[config.mk]
export PLATFORM = sky130hd
export DESIGN_NAME = uart_tx_ctrl
export DESIGN_NICKNAME = d
export VERILOG_FILES = /design/src/rtl/uart_tx_ctrl.sv
export SDC_FILE = /design/constraint.sdc
export NUM_CORES = 1
export LEC_CHECK = 0
export BUFFER_PORTS_ARGS = -buffer_cell sky130_fd_sc_hd__buf_4
export CAP_MARGIN = 20
export CORE_MARGIN = 2
export CORE_UTILIZATION = 40
export CTS_CLUSTER_SIZE = 14
export DETAILED_ROUTE_END_ITERATION = 8
export GPL_ROUTABILITY_DRIVEN = 0
export PLACE_DENSITY = 0.72
export SYNTH_ARGS = -nofsm -noshare
export SYNTH_HDL_FRONTEND = slang
export SYNTH_SLANG_ARGS = --single-unit
export TNS_END_PERCENT = 100
[constraint.sdc]
create_clock -name clk -period 1.1 [get_ports clk]
set_input_delay 0.11 -clock clk [delete_from_list [all_inputs] [get_ports clk]]
set_output_delay 0.11 -clock clk [all_outputs]
set_load 0.01 [all_outputs]
[src/rtl/uart_tx_ctrl.sv]
// UART transmit sequencer: latches a byte, computes parity and paces START/DATA/PARITY/STOP on baud_tick.
// Define UART_TX_PARITY_EN to include the PARITY state; otherwise DATA goes straight to STOP.
module uart_tx_ctrl #(
    parameter int DATA_WIDTH = 8,
    parameter bit PARITY_ODD = 1'b0
) (
    input  logic                  clk,
    input  logic                  rst,
    input  logic                  baud_tick,
    input  logic                  tx_start,
    input  logic [DATA_WIDTH-1:0] tx_data,
    output logic [1:0]            select_bit,
    output logic                  data_bit,
    output logic                  parity_bit,
    output logic                  start_bit,
    output logic                  stop_bit,
    output logic                  busy,
    output logic                  tx_done,
    output logic [2:0]            dbg_state
);

    localparam int CNT_W = $clog2(DATA_WIDTH) + 1;
    localparam logic [CNT_W-1:0] LAST_BIT = CNT_W'(DATA_WIDTH - 1);

    localparam logic [1:0] SEL_START  = 2'b00;
    localparam logic [1:0] SEL_DATA   = 2'b01;
    localparam logic [1:0] SEL_PARITY = 2'b10;
    localparam logic [1:0] SEL_STOP   = 2'b11;

    typedef enum logic [2:0] {
        S_IDLE   = 3'd0,
        S_START  = 3'd1,
        S_DATA   = 3'd2,
`ifdef UART_TX_PARITY_EN
        S_PARITY = 3'd3,
`endif
        S_STOP   = 3'd4
    } state_t;

    state_t                r_state;
    logic [DATA_WIDTH-1:0] r_shift;
    logic [CNT_W-1:0]      r_cnt;
    logic                  r_pending;
    logic                  r_busy;
    logic                  r_done;
    logic [1:0]            r_select;

    state_t                w_state_nxt;
    logic [DATA_WIDTH-1:0] w_shift_nxt;
    logic [CNT_W-1:0]      w_cnt_nxt;
    logic                  w_pending_nxt;
    logic                  w_busy_nxt;
    logic                  w_done_nxt;
    logic [1:0]            w_select_nxt;
    logic                  w_accept;

    // busy is high from acceptance until STOP completes, so an accepted request can never collide with a frame.
    assign w_accept = tx_start && !r_busy;

    always_ff @(posedge clk) begin
        if (rst) begin
            r_state   <= S_IDLE;
            r_shift   <= '1;
            r_cnt     <= '0;
            r_pending <= 1'b0;
            r_busy    <= 1'b0;
            r_done    <= 1'b0;
            r_select  <= SEL_STOP;
        end else begin
            r_state   <= w_state_nxt;
            r_shift   <= w_shift_nxt;
            r_cnt     <= w_cnt_nxt;
            r_pending <= w_pending_nxt;
            r_busy    <= w_busy_nxt;
            r_done    <= w_done_nxt;
            r_select  <= w_select_nxt;
        end
    end

    always_comb begin
        w_state_nxt   = r_state;
        w_shift_nxt   = r_shift;
        w_cnt_nxt     = r_cnt;
        w_pending_nxt = r_pending;
        w_busy_nxt    = r_busy;
        w_done_nxt    = 1'b0;

        if (w_accept) begin
            w_shift_nxt   = tx_data;
            w_pending_nxt = 1'b1;
            w_busy_nxt    = 1'b1;
        end

        // pending is registered, so a tick coinciding with tx_start cannot open the frame early.
        case (r_state)
            S_IDLE: begin
                if (r_pending && baud_tick) begin
                    w_state_nxt = S_START;
                end
            end
            S_START: begin
                if (baud_tick) begin
                    w_state_nxt   = S_DATA;
                    w_cnt_nxt     = '0;
                    w_pending_nxt = 1'b0;
                end
            end
            S_DATA: begin
                if (baud_tick) begin
                    w_shift_nxt = {1'b1, r_shift[DATA_WIDTH-1:1]};
                    w_cnt_nxt   = r_cnt + CNT_W'(1);
                    if (r_cnt == LAST_BIT) begin
`ifdef UART_TX_PARITY_EN
                        w_state_nxt = S_PARITY;
`else
                        w_state_nxt = S_STOP;
`endif
                    end
                end
            end
`ifdef UART_TX_PARITY_EN
            S_PARITY: begin
                if (baud_tick) begin
                    w_state_nxt = S_STOP;
                end
            end
`endif
            S_STOP: begin
                if (baud_tick) begin
                    w_state_nxt = S_IDLE;
                    w_busy_nxt  = 1'b0;
                    w_done_nxt  = 1'b1;
                end
            end
            default: begin
                w_state_nxt = S_IDLE;
            end
        endcase
    end

    always_comb begin
        case (w_state_nxt)
            S_START:  w_select_nxt = SEL_START;
            S_DATA:   w_select_nxt = SEL_DATA;
`ifdef UART_TX_PARITY_EN
            S_PARITY: w_select_nxt = SEL_PARITY;
`endif
            default:  w_select_nxt = SEL_STOP;
        endcase
    end

`ifdef UART_TX_PARITY_EN
    logic r_parity;

    always_ff @(posedge clk) begin
        if (rst) begin
            r_parity <= 1'b0;
        end else if (w_accept) begin
            r_parity <= (^tx_data) ^ PARITY_ODD;
        end
    end

    assign parity_bit = r_parity;
`else
    logic [1:0] w_unused_parity;

    assign w_unused_parity = {PARITY_ODD, SEL_PARITY[1]};
    assign parity_bit      = 1'b0;
`endif

    assign select_bit = r_select;
    assign data_bit   = r_shift[0];
    assign start_bit  = 1'b0;
    assign stop_bit   = 1'b1;
    assign busy       = r_busy;
    assign tx_done    = r_done;
    assign dbg_state  = r_state;

endmodule

* Yosys cells after proc, flatten, opt, wreduce, memory -nomap -nowiden
Cells that the tools add are included.
Operators by class: bitwise logic cells 1, magnitude comparators 0, muxes and demuxes 20, reduce and logical (&&, ||, !) cells 7, equality and inequality tests 8, add/subtract/negate cells 1, shift operators 0, $mul 0, div/mod/pow operators 0
Operators with widths (count):
- $mux W8 | 3
- $mux W3 | 5
- $pmux W3 S4 | 1
- $mux W4 | 2
- $pmux W4 S2 | 1
- $mux W1 | 7
- $eq A3 B1 Y1 const B | 2
- $eq A3 B2 Y1 const B | 2
- $add A4 B1 Y4 const B | 1
- $eq A4 B3 Y1 const B | 1
- $ne A2 B2 Y1 const B | 2
- $pmux W2 S2 | 1
- $eq A3 B3 Y1 const B | 1
- $logic_not A3 Y1 | 1
- $reduce_and A3 Y1 | 1
- $logic_and A1 B1 Y1 | 2
- $reduce_bool A2 Y1 | 1
- $reduce_or A2 Y1 | 1
- $logic_not A1 Y1 | 1
- $not A1 Y1 | 1
Word-level totals: memory bits (read-only) 0, bits of input ports 12, word-level logic and storage cells 44, bits in registers 20, RAM bits 0, bits in latches 0, memories kept 0, output and inout port bits 11

* Logic depth before layout (Yosys ltp)
Gate-level depths: netlist (run 1).
word-level depth 6, gate-level depth with buffers 5, gate-level depth less buffers 4

* Least setup slack after synthesis (run 1)
Ideal clock, no wire load.
path kind reg-to-reg, from reg r_state[1] (netlist: dbg_state[1]), to reg r_cnt[0], library setup time 0.079 ns, buffers on the path 2, setup slack -0.181 ns, period minus slack after synthesis 1.281 ns, data required time 1.021 ns, cell stages (with the launch flop) 6, arrival 1.201 ns, cells stage by stage dfxtp_1 -> clkbuf_2 -> and4bb_1 -> buf_6 -> nor2_1 -> a211oi_2
On the way: word-level cells in the longest chain between the ends 3, elaborated cells on any way between the ends 7, classes of those cells eq/ne: 4; mux: 1; reduce/logical: 2
RTL lines:
- start: declaration | RTL line 40 | state_t r_state;
- start signal: assignment | RTL line 70 | r_state <= w_state_nxt;
- $eq A3 B1 Y1 / $eq A3 B2 Y1 (equally long branches) | RTL line 95 | case (r_state)
- $ne A2 B2 Y1 (no line) / $reduce_bool A2 Y1 (equally long branches)
- $reduce_and A3 Y1 (no line)
- end signal: assignment | RTL line 72 | r_cnt <= w_cnt_nxt;
- end: declaration | RTL line 42 | logic [CNT_W-1:0] r_cnt;
Several ways; a longest one is shown, not always the timed one. A chain may end at the register's enable or synchronous reset.

* Worst setup path after layout (run 1)
from reg r_state[0] (netlist: dbg_state[0]), to reg r_cnt[3]
The elaborated chain is that of the path after synthesis.

==> results.yml, run 1 <==
sta:
  fin_tns_setup_ns: -0.849
  fin_crit_sh_pct: 109
  period_minus_slack_ns: 1.20
  clock_skew_ns: 0.00174
  setup_violations: 17
  max_freq_mhz: 836
  finalMaxSlewViolations: 0
  hold_viol_final: 0
  rsz0062_at_grt: "true"
  worst_slack_ns: -0.0963
clocking:
  root_buffer: "clkbuf_4"
  clock_sinks: 20
  clock_latency_ns: 0.29
  path_clk_slew_ns: 0.11
  cts-buffers-inserted: 3
  max-clock-path-buffers: 2
  htreeDepth: 1
  cts_tree: "done"
yosys:
  synthMuxAreaShare_pct: 0.995
  yosys.area.top_type_share_pct: 39.8
  synthAdderAreaFrac_pct: 2.24
  synth_top_family_by_area: "simple AND/OR/NAND/NOR gates"
  yosysUniqueCellTypes: 36
  syn_area_per_cell_um2: 9.67
  ys_async_sr_fraction_pct: 0
  synthTopCellsByArea: "dfxtp_1 (40%), a211oi_2 (10%), and3b_1 (6.1%)"
  synth_commonest_cells: "dfxtp_1 (20), nor2_1 (12), a211oi_2 (8)"
  yosys.area_share.simple_pct: 24.6
  ys.flop_type: "dfxtp_1"
  ys_ff_latch: 20
  synth_warnings: 0
  synth-edff-count: 0
  synthesis.instances: 104
  netlist_area_mm2: 0.00101
  synth_xor_xnor_area_share_pct: 0.871
  yosys.area.top_type: "dfxtp_1"
  synth_compound_area_share_pct: 23.6
  yosysSeqAreaShare_pct: 39.8
  yosysMostFrequentCell: "dfxtp_1"
die:
  start_util_pct: 41.4
  coreArea_mm2: 0.00243
  die_w_um: 54.2
  die_h_um: 54.2
  rows: 18
  die_area_mm2: 0.00293
  io_pins: 23
job:
  maxCapViolCount: 0
placed_design:
  port_buffers: 19
  dp_hpwl_mm: 1.56
run_status:
  status: "finished, violations left"
  violations: "setup timing"
worst_hold_path:
  hold_path_class: "in -> reg"
  holdPathEnd: "r_shift[7]"
  hp-start: "tx_data[7]"
  holdPathStages: 3
cells_and_area:
  synthToLayoutAreaGrowth_pct: 45.3
  utilization_pct: 60.1
  insertedDiodeCount: 0
  drive_gt1_share_pct: 54.3
  n_fill_cell: 196
  fin_nets: 153
drt:
  drtPass1Iterations: 4
  routedWlPerCell_um: 14.4
  vias_per_cell: 5.15
  postRouteAntennaNets: 0
  drc: 0
  drt-total-wl_mm: 2.43
  vias: 865
  drtIter0Drc: 9
pwr:
  power_mw: 1.40
  p_int_mw: 1.04
  power.share.clock_pct: 24.6
  irDropWorstVdd_uv: 668
  p_per_area_mw_per_mm2: 961
  combPwrFrac_pct: 19.5
  pwr-share-seq_pct: 55.9
  p_sw_mw: 0.363
  netSwitchingFraction_pct: 25.9
  leakagePower_nw: 0.614
worst_setup_path:
  rr_startpoint: "dbg_state[0]"
  worst_path_dominant_cell_family: "flip-flops"
  r2r_setup_slack_ns: -0.1
  critPathArrivalTime_ns: 1.41
  max_stage_delay_ns: 0.38
  worstReg2RegEnd: "r_cnt[3]"
  rr_worst_depth: 3
  end_kind: "flip-flop"
  start_kind: "flip-flop"
  required_ns: 1.31
  crit_buf_inv: 0
  critPathKind: "reg -> reg"
  cp_max_fo: 5
  cp_cell_sequence: "and4bb_2 -> a41oi_1 -> a311oi_2"
  cpMaxStageDelayCell: "dfxtp_4"
grt:
  antenna_found_initial: 0
  grt_max_degree: 19
  overflow: 0
  grt_pass1_vias: 819
  grt_use_total_pct: 17.2
  grt_pass1_wl_mm: 3.62
## routing by layer
metal / track usage [%] / up-vias / share of wire [%]
li1: - / 439 / -
met1: 22.0 / 412 / 48
met2: 27.7 / 12 / 49
met4: 8.75 / 0 / 0.78
met5: 0 / - / 0
met3: 2.50 / 2 / 2.4
## power by group through the flow
stage | sequential (mW) | combinational, mW | clock, mW
floorplan | 0.808 | 0.142 | 0
detailed placement | 0.808 | 0.235 | 0
global placement | 0.806 | 0.230 | 0
finish | 0.785 | 0.274 | 0.345
CTS | 0.784 | 0.260 | 0.346
global route | 0.791 | 0.296 | 0.369
## cells in the final DEF (no fill, tap or decap), types with 2 or more instances in the layout
master	n
dfxtp_4	3
nand2b_1	4
nand2b_4	2
nand2_1	3
dfxtp_1	14
nor2_1	8
and3b_1	7
a211oi_2	8
nor2_2	3
a21oi_1	2
buf_6	2
buf_4	37
inv_1	2
clkbuf_4	3
dfxtp_2	3
conb_1	3
o21bai_1	7
## how the worst max path moves through the flow
stage	startpoint	to	cells after the start
2_1_floorplan	dbg_state[1]	r_shift[0]	5
5_1_grt	dbg_state[0]	r_shift[2]	4
6_report	dbg_state[0]	r_cnt[3]	3
4_1_cts	dbg_state[2]	r_cnt[3]	3
3_5_place_dp	dbg_state[2]	r_cnt[3]	3
3_3_place_gp	dbg_state[2]	r_shift[1]	4
## through the flow
step | std cells | cell area, um2 | hold WS [ns] | setup slack, ns
finish | 168 | 1460 | 0.0161 | -0.0963
global route | 168 | 1460 | 0.0259 | -0.151
CTS | 168 | 1400 | 0.0195 | -0.0850
detailed placement | 160 | 1270 | 0.329 | -0.0971
global placement | 160 | 1270 | 0.321 | -0.0598
floorplan | 105 | 1030 | 0.227 | -0.0666
## area by class of cell
type / instances / area, um2 / share of cell area, %
multi-input cells: 73 / 658 / 45.0
flip-flops and latches: 20 / 415 / 28.4
inverters: 2 / 7.51 / 0.514
clock buffers: 3 / 22.5 / 1.54
repair buffers: 40 / 320 / 21.9
well taps: 30 / 37.5 / 2.57
## logic make-up (layout without fill, tap and decap cells)
group / after synthesis / count (layout)
AND/OR/NAND/NOR: 40 / 40
buffers and inverters: 12 / 45
XOR/XNOR: 1 / 1
other: 2 / 3
AO/OA/AOI/OAI: 26 / 26
flip-flops: 20 / 20
multiplexers: 1 / 1
adder cells (fa/ha/maj): 2 / 2
## tightest hold or removal path: cells and delay by family
kind	cells	cell delay, ns
buffers and inverters	1	0.08
multiplexers	1	0.05
AND/OR/NAND/NOR	1	0.05
## timing repair
item / CTS / global route
hold buffers: 0 / 0
setup buffers: 5 / 0
gates resized for setup: 20 / 10
setup endpoints to repair: 18 / 19
pin swaps: 7 / 7
## sequential cells by signal (all words and copies together) (netlist names)
signal / cells
busy: 1
tx_done: 1
select_bit: 2
r_cnt: 4
r_shift: 8
dbg_state: 3
r_pending: 1
No activity file was read; power rests on OpenSTA's default activity.
==> run 2: changes to the inputs <==
- CORE_UTILIZATION: 40 -> 47
- PLACE_DENSITY: 0.72 -> 0.82
==> run 2 against run 1 <==
  * The flow still finishes with violations (setup timing)
  * Wire length increased by 14%
  * Fmax decreased by 6.5%
  * Register-to-register slack got worse by 0.08 ns
  * Largest power group unchanged
==> results.yml, run 2 (same netlist as run 1, synthesis figures left out) <==
pwr:
  leakagePower_nw: 0.619
  power_mw: 1.49
  p_per_area_mw_per_mm2: 1010
  irDropWorstVdd_uv: 990
worst_setup_path:
  end_kind: "flip-flop"
  worst_path_dominant_cell_family: "flip-flops"
  cp_cell_sequence: "buf_4 -> nor4bb_2 -> a21o_1 -> a21oi_1"
  crit_buf_inv: 1
  critPathArrivalTime_ns: 1.46
  cp_max_fo: 4
  max_stage_delay_ns: 0.39
  start_kind: "flip-flop"
  cpMaxStageDelayCell: "dfxtp_4"
  required_ns: 1.28
  critPathKind: "reg -> reg"
sta:
  period_minus_slack_ns: 1.28
  worst_slack_ns: -0.179
  max_freq_mhz: 782
  fin_crit_sh_pct: 116
  finalMaxSlewViolations: 0
  hold_viol_final: 0
  setup_violations: 18
  rsz0062_at_grt: "true"
  hold_ws_ns: 0.125
  fin_tns_setup_ns: -1.32
  clock_skew_ns: 0.00366
grt:
  grt_pass1_wl_mm: 4.16
  antenna_found_initial: 0
  grt_use_total_pct: 22.1
  grt_max_degree: 19
  grt_pass1_vias: 879
  overflow: 0
clocking:
  root_buffer: "clkbuf_4"
  clock_latency_ns: 0.30
  max-clock-path-buffers: 2
  clock_sinks: 20
  htreeDepth: 1
  path_clk_slew_ns: 0.11
  cts_tree: "done"
  cts-buffers-inserted: 3
cells_and_area:
  drive_gt1_share_pct: 53.6
  final_common_cell: "buf_4"
  fin_nets: 154
  largest_reg_flops: 8
  n_fill_cell: 137
  fin_area_mm2: 0.00147
  layout_common_cells: "buf_4 (36), dfxtp_1 (14), nor2_1 (9), a211oi_2 (9)"
  synthToLayoutAreaGrowth_pct: 46.3
  insertedDiodeCount: 0
  max_flop_register: "r_shift"
placed_design:
  port_buffers: 19
  placed_cell_area_mm2: 0.00125
  dp_hpwl_mm: 1.56
die:
  start_util_pct: 50.8
  coreArea_mm2: 0.00198
  rows: 16
  die_h_um: 50.3
  die_w_um: 50.3
  die_area_mm2: 0.00253
  io_pins: 23
drt:
  drtPass1Iterations: 4
  drc: 0
  postRouteAntennaNets: 0
  vias: 935
  drt-total-wl_mm: 2.76
  drtIter0Drc: 28
  routedWlPerCell_um: 16.5
  vias_per_cell: 5.60
run_status:
  violations: "setup timing"
  status: "finished, violations left"
job:
  maxCapViolCount: 0
worst_hold_path:
  hold_path_class: "in -> reg"
## run 2: what timing repair did
| action | 4_1_cts | 5_1_grt |
|---|---|---|
| hold buffers | 0 | 1 |
| endpoints found under the setup margin | 20 | 20 |
| pin swaps | 3 | 4 |
| setup buffers | 3 | 2 |
| endpoints found under the hold margin | 0 | 1 |
| gates resized for setup | 25 | 5 |
## run 2: cell type report
class                      instances  area, um2  area share (%)
sequential                        20        415            28.2
tap                               27       33.8            2.30
clock buffer                       4       36.3            2.47
timing repair buffer              41        334            22.7
multi-input combinational         73        644            43.8
inverter                           2       7.51           0.510
## run 2: worst paths after layout
path / startpoint / end / slack [ns] / cells past startpoint
hold reg to reg: r_pending / r_pending / 0.49 / 2
setup reg to reg: dbg_state[0] / select_bit[1] / -0.18 / 4
setup / recovery: dbg_state[0] / select_bit[1] / -0.18 / 4
hold / removal: tx_start / busy / 0.13 / 3
## run 2: power breakdown
| part | leakage [nW] | switching [mW] | internal [mW] |
|---|---|---|---|
| sequential | 0.168 | 0.0262 | 0.758 |
| clock | 0.0210 | 0.222 | 0.202 |
| combinational | 0.430 | 0.125 | 0.157 |
## run 2: tightest hold or removal path, stage by stage
cell	delay (ns)
buf_4	0.14
nor2_1	0.10
nor3_1	0.05
## run 2: per-stage QoR
stage          util (%)  std cells  setup WS, ns
2_1_floorplan         -        105       -0.0666
3_3_place_gp       63.1        157       -0.0684
3_5_place_dp       63.1        157        -0.144
4_1_cts            71.7        164        -0.123
5_1_grt            74.2        167        -0.231
6_report           74.2        167        -0.179
## run 2: metal layers
layer / wire length, um / vias to the layer above / share of wire, % / track usage, %
met5: 0 / - / 0 / 0
li1: - / 442 / - / -
met3: 173 / 9 / 6.3 / 4.46
met4: 57 / 0 / 2.1 / 7.87
met1: 1120 / 453 / 41 / 26.2
met2: 1410 / 31 / 51 / 39.0
==> run 3: changes to the inputs <==
- REMOVE_ABC_BUFFERS: not set -> 1
==> run 3 against run 2 <==
  * The flow still finishes with violations (setup timing)
  * Register-to-register slack improved by 0.07 ns
  * Power is 1.7% lower
  * Non-clock buffer count fell by 2
  * Count of clock-buffer cells in the layout is the same
  * Clock power up 0.9%
  * Sequential power hardly changed
==> results.yml, run 3 (same netlist as run 1, synthesis figures left out) <==
cells_and_area:
  insertedDiodeCount: 0
  utilization_pct: 70.1
  largest_reg_flops: 8
  multi_input_area_um2: 589
  max_flop_register: "r_shift"
  fin_nets: 152
  seq_area_um2: 410
  n_fill_cell: 150
  layout_common_cells: "buf_4 (34), dfxtp_1 (14), nor2_1 (11)"
  synthToLayoutAreaGrowth_pct: 38.1
  fin_area_mm2: 0.00139
  drive_gt1_share_pct: 47.1
  final_common_cell: "buf_4"
worst_setup_path:
  cpMaxStageDelayCell: "dfxtp_2"
  crit_start: "dbg_state[0]"
  rr_startpoint: "dbg_state[0]"
  required_ns: 1.30
  critPathArrivalTime_ns: 1.41
  critPathKind: "reg -> reg"
  cp_max_fo: 8
  worstReg2RegEnd: "select_bit[1]"
  crit_end: "select_bit[1]"
  start_kind: "flip-flop"
  r2r_setup_slack_ns: -0.11
  cp_cell_sequence: "buf_6 -> nand3b_1 -> a2111oi_4 -> a21oi_1"
  max_stage_delay_ns: 0.35
  worst_path_dominant_cell_family: "compound AO/OA/AOI/OAI gates"
  end_kind: "flip-flop"
  rr_worst_depth: 4
  crit_buf_inv: 1
  cp.depth: 4
placed_design:
  placed_cell_area_mm2: 0.00126
  port_buffers: 19
  dp_hpwl_mm: 1.53
die:
  die_w_um: 50.3
  die_h_um: 50.3
  start_util_pct: 50.8
  die_area_mm2: 0.00253
  rows: 16
  io_pins: 23
  coreArea_mm2: 0.00198
pwr:
  leakagePower_nw: 0.595
  p_per_area_mw_per_mm2: 1060
  irDropWorstVdd_uv: 932
  combPwrFrac_pct: 17.2
  p_int_mw: 1.11
  netSwitchingFraction_pct: 24.5
  p_sw_mw: 0.359
  power.share.clock_pct: 29.2
  pwr-share-seq_pct: 53.7
worst_hold_path:
  holdPathStages: 3
  hold_path_class: "in -> reg"
clocking:
  clock_sinks: 20
  max-clock-path-buffers: 2
  cts_tree: "done"
  clock_latency_ns: 0.31
  htreeDepth: 1
  postCtsHoldBufs: 0
  root_buffer: "clkbuf_4"
  cts-buffers-inserted: 3
  path_clk_slew_ns: 0.11
job:
  maxCapViolCount: 0
drt:
  vias: 885
  drtPass1Iterations: 4
  postRouteAntennaNets: 0
  routedWlPerCell_um: 13.1
  vias_per_cell: 5.36
  drtIter0Drc: 7
  drt-total-wl_mm: 2.17
  drc: 0
sta:
  setup_violations: 16
  hold_ws_ns: 0.00229
  fin_crit_sh_pct: 110
  max_freq_mhz: 825
  hold_viol_final: 0
  clock_skew_ns: 0.00374
  finalMaxSlewViolations: 0
  worst_slack_ns: -0.113
  period_minus_slack_ns: 1.21
  rsz0062_at_grt: "true"
grt:
  grt_pass1_vias: 810
  overflow: 0
  grt_pass1_wl_mm: 3.64
  grt_max_degree: 19
  antenna_found_initial: 0
  grt_use_total_pct: 18.8
run_status:
  violations: "setup timing"
  status: "finished, violations left"
[run 3: worst reg2reg max path: stages (launching register included)]
cell and delay, ns:
dfxtp_2 0.35, buf_6 0.13, nand3b_1 0.19, a2111oi_4 0.35
a21oi_1 0.08
[run 3: routing by layer]
layer,up-vias,GRT usage (%),wire length (um)
met3,2,6.25,90
met4,0,4.17,11
met2,14,31.1,1060
met1,434,23.6,998
met5,-,0,0
li1,435,-,-
[run 3: stage by stage]
step | power (mW) | setup WS [ns] | cells | setup TNS, ns
4_1_cts | 1.46 | -0.106 | 164 | -1.03
3_3_place_gp | 1.03 | -0.0882 | 160 | -0.902
6_report | 1.47 | -0.113 | 165 | -1.11
3_5_place_dp | 1.04 | -0.162 | 160 | -1.36
2_1_floorplan | 0.920 | -0.415 | 95 | -3.01
5_1_grt | 1.54 | -0.180 | 165 | -2.13
[run 3: repair_timing]
item                                    in CTS  in global routing
pin swaps                                    6                  2
endpoints found under the setup margin      18                 21
gates cloned                                 0                  0
setup buffers                                0                  1
gates resized for setup                     16                  5
[run 3: power by group through the flow]
stage	clock network, mW	logic, mW	registers [mW]
2_1_floorplan	0	0.109	0.811
3_3_place_gp	0	0.227	0.799
3_5_place_dp	0	0.236	0.801
4_1_cts	0.435	0.245	0.785
5_1_grt	0.476	0.272	0.791
6_report	0.428	0.251	0.786
[run 3: cell type report]
type	instances	share of cell area, %
Clock buffer	4	2.61
Inverter	2	0.541
Multi-Input combinational cell	73	42.4
Sequential cell	20	29.5
Tap cell	27	2.43
Timing Repair Buffer	39	22.4
[run 3: how the worst min path moves through the flow]
stage / slack (ns) / end / from
2_1_floorplan: 0.17 / r_cnt[0] / rst
3_3_place_gp: 0.31 / r_shift[7] / tx_data[7]
3_5_place_dp: 0.32 / r_shift[7] / tx_data[7]
4_1_cts: 0.0001 / r_shift[7] / tx_data[7]
5_1_grt: 0.005 / r_shift[7] / tx_data[7]
6_report: 0.002 / r_shift[7] / tx_data[7]
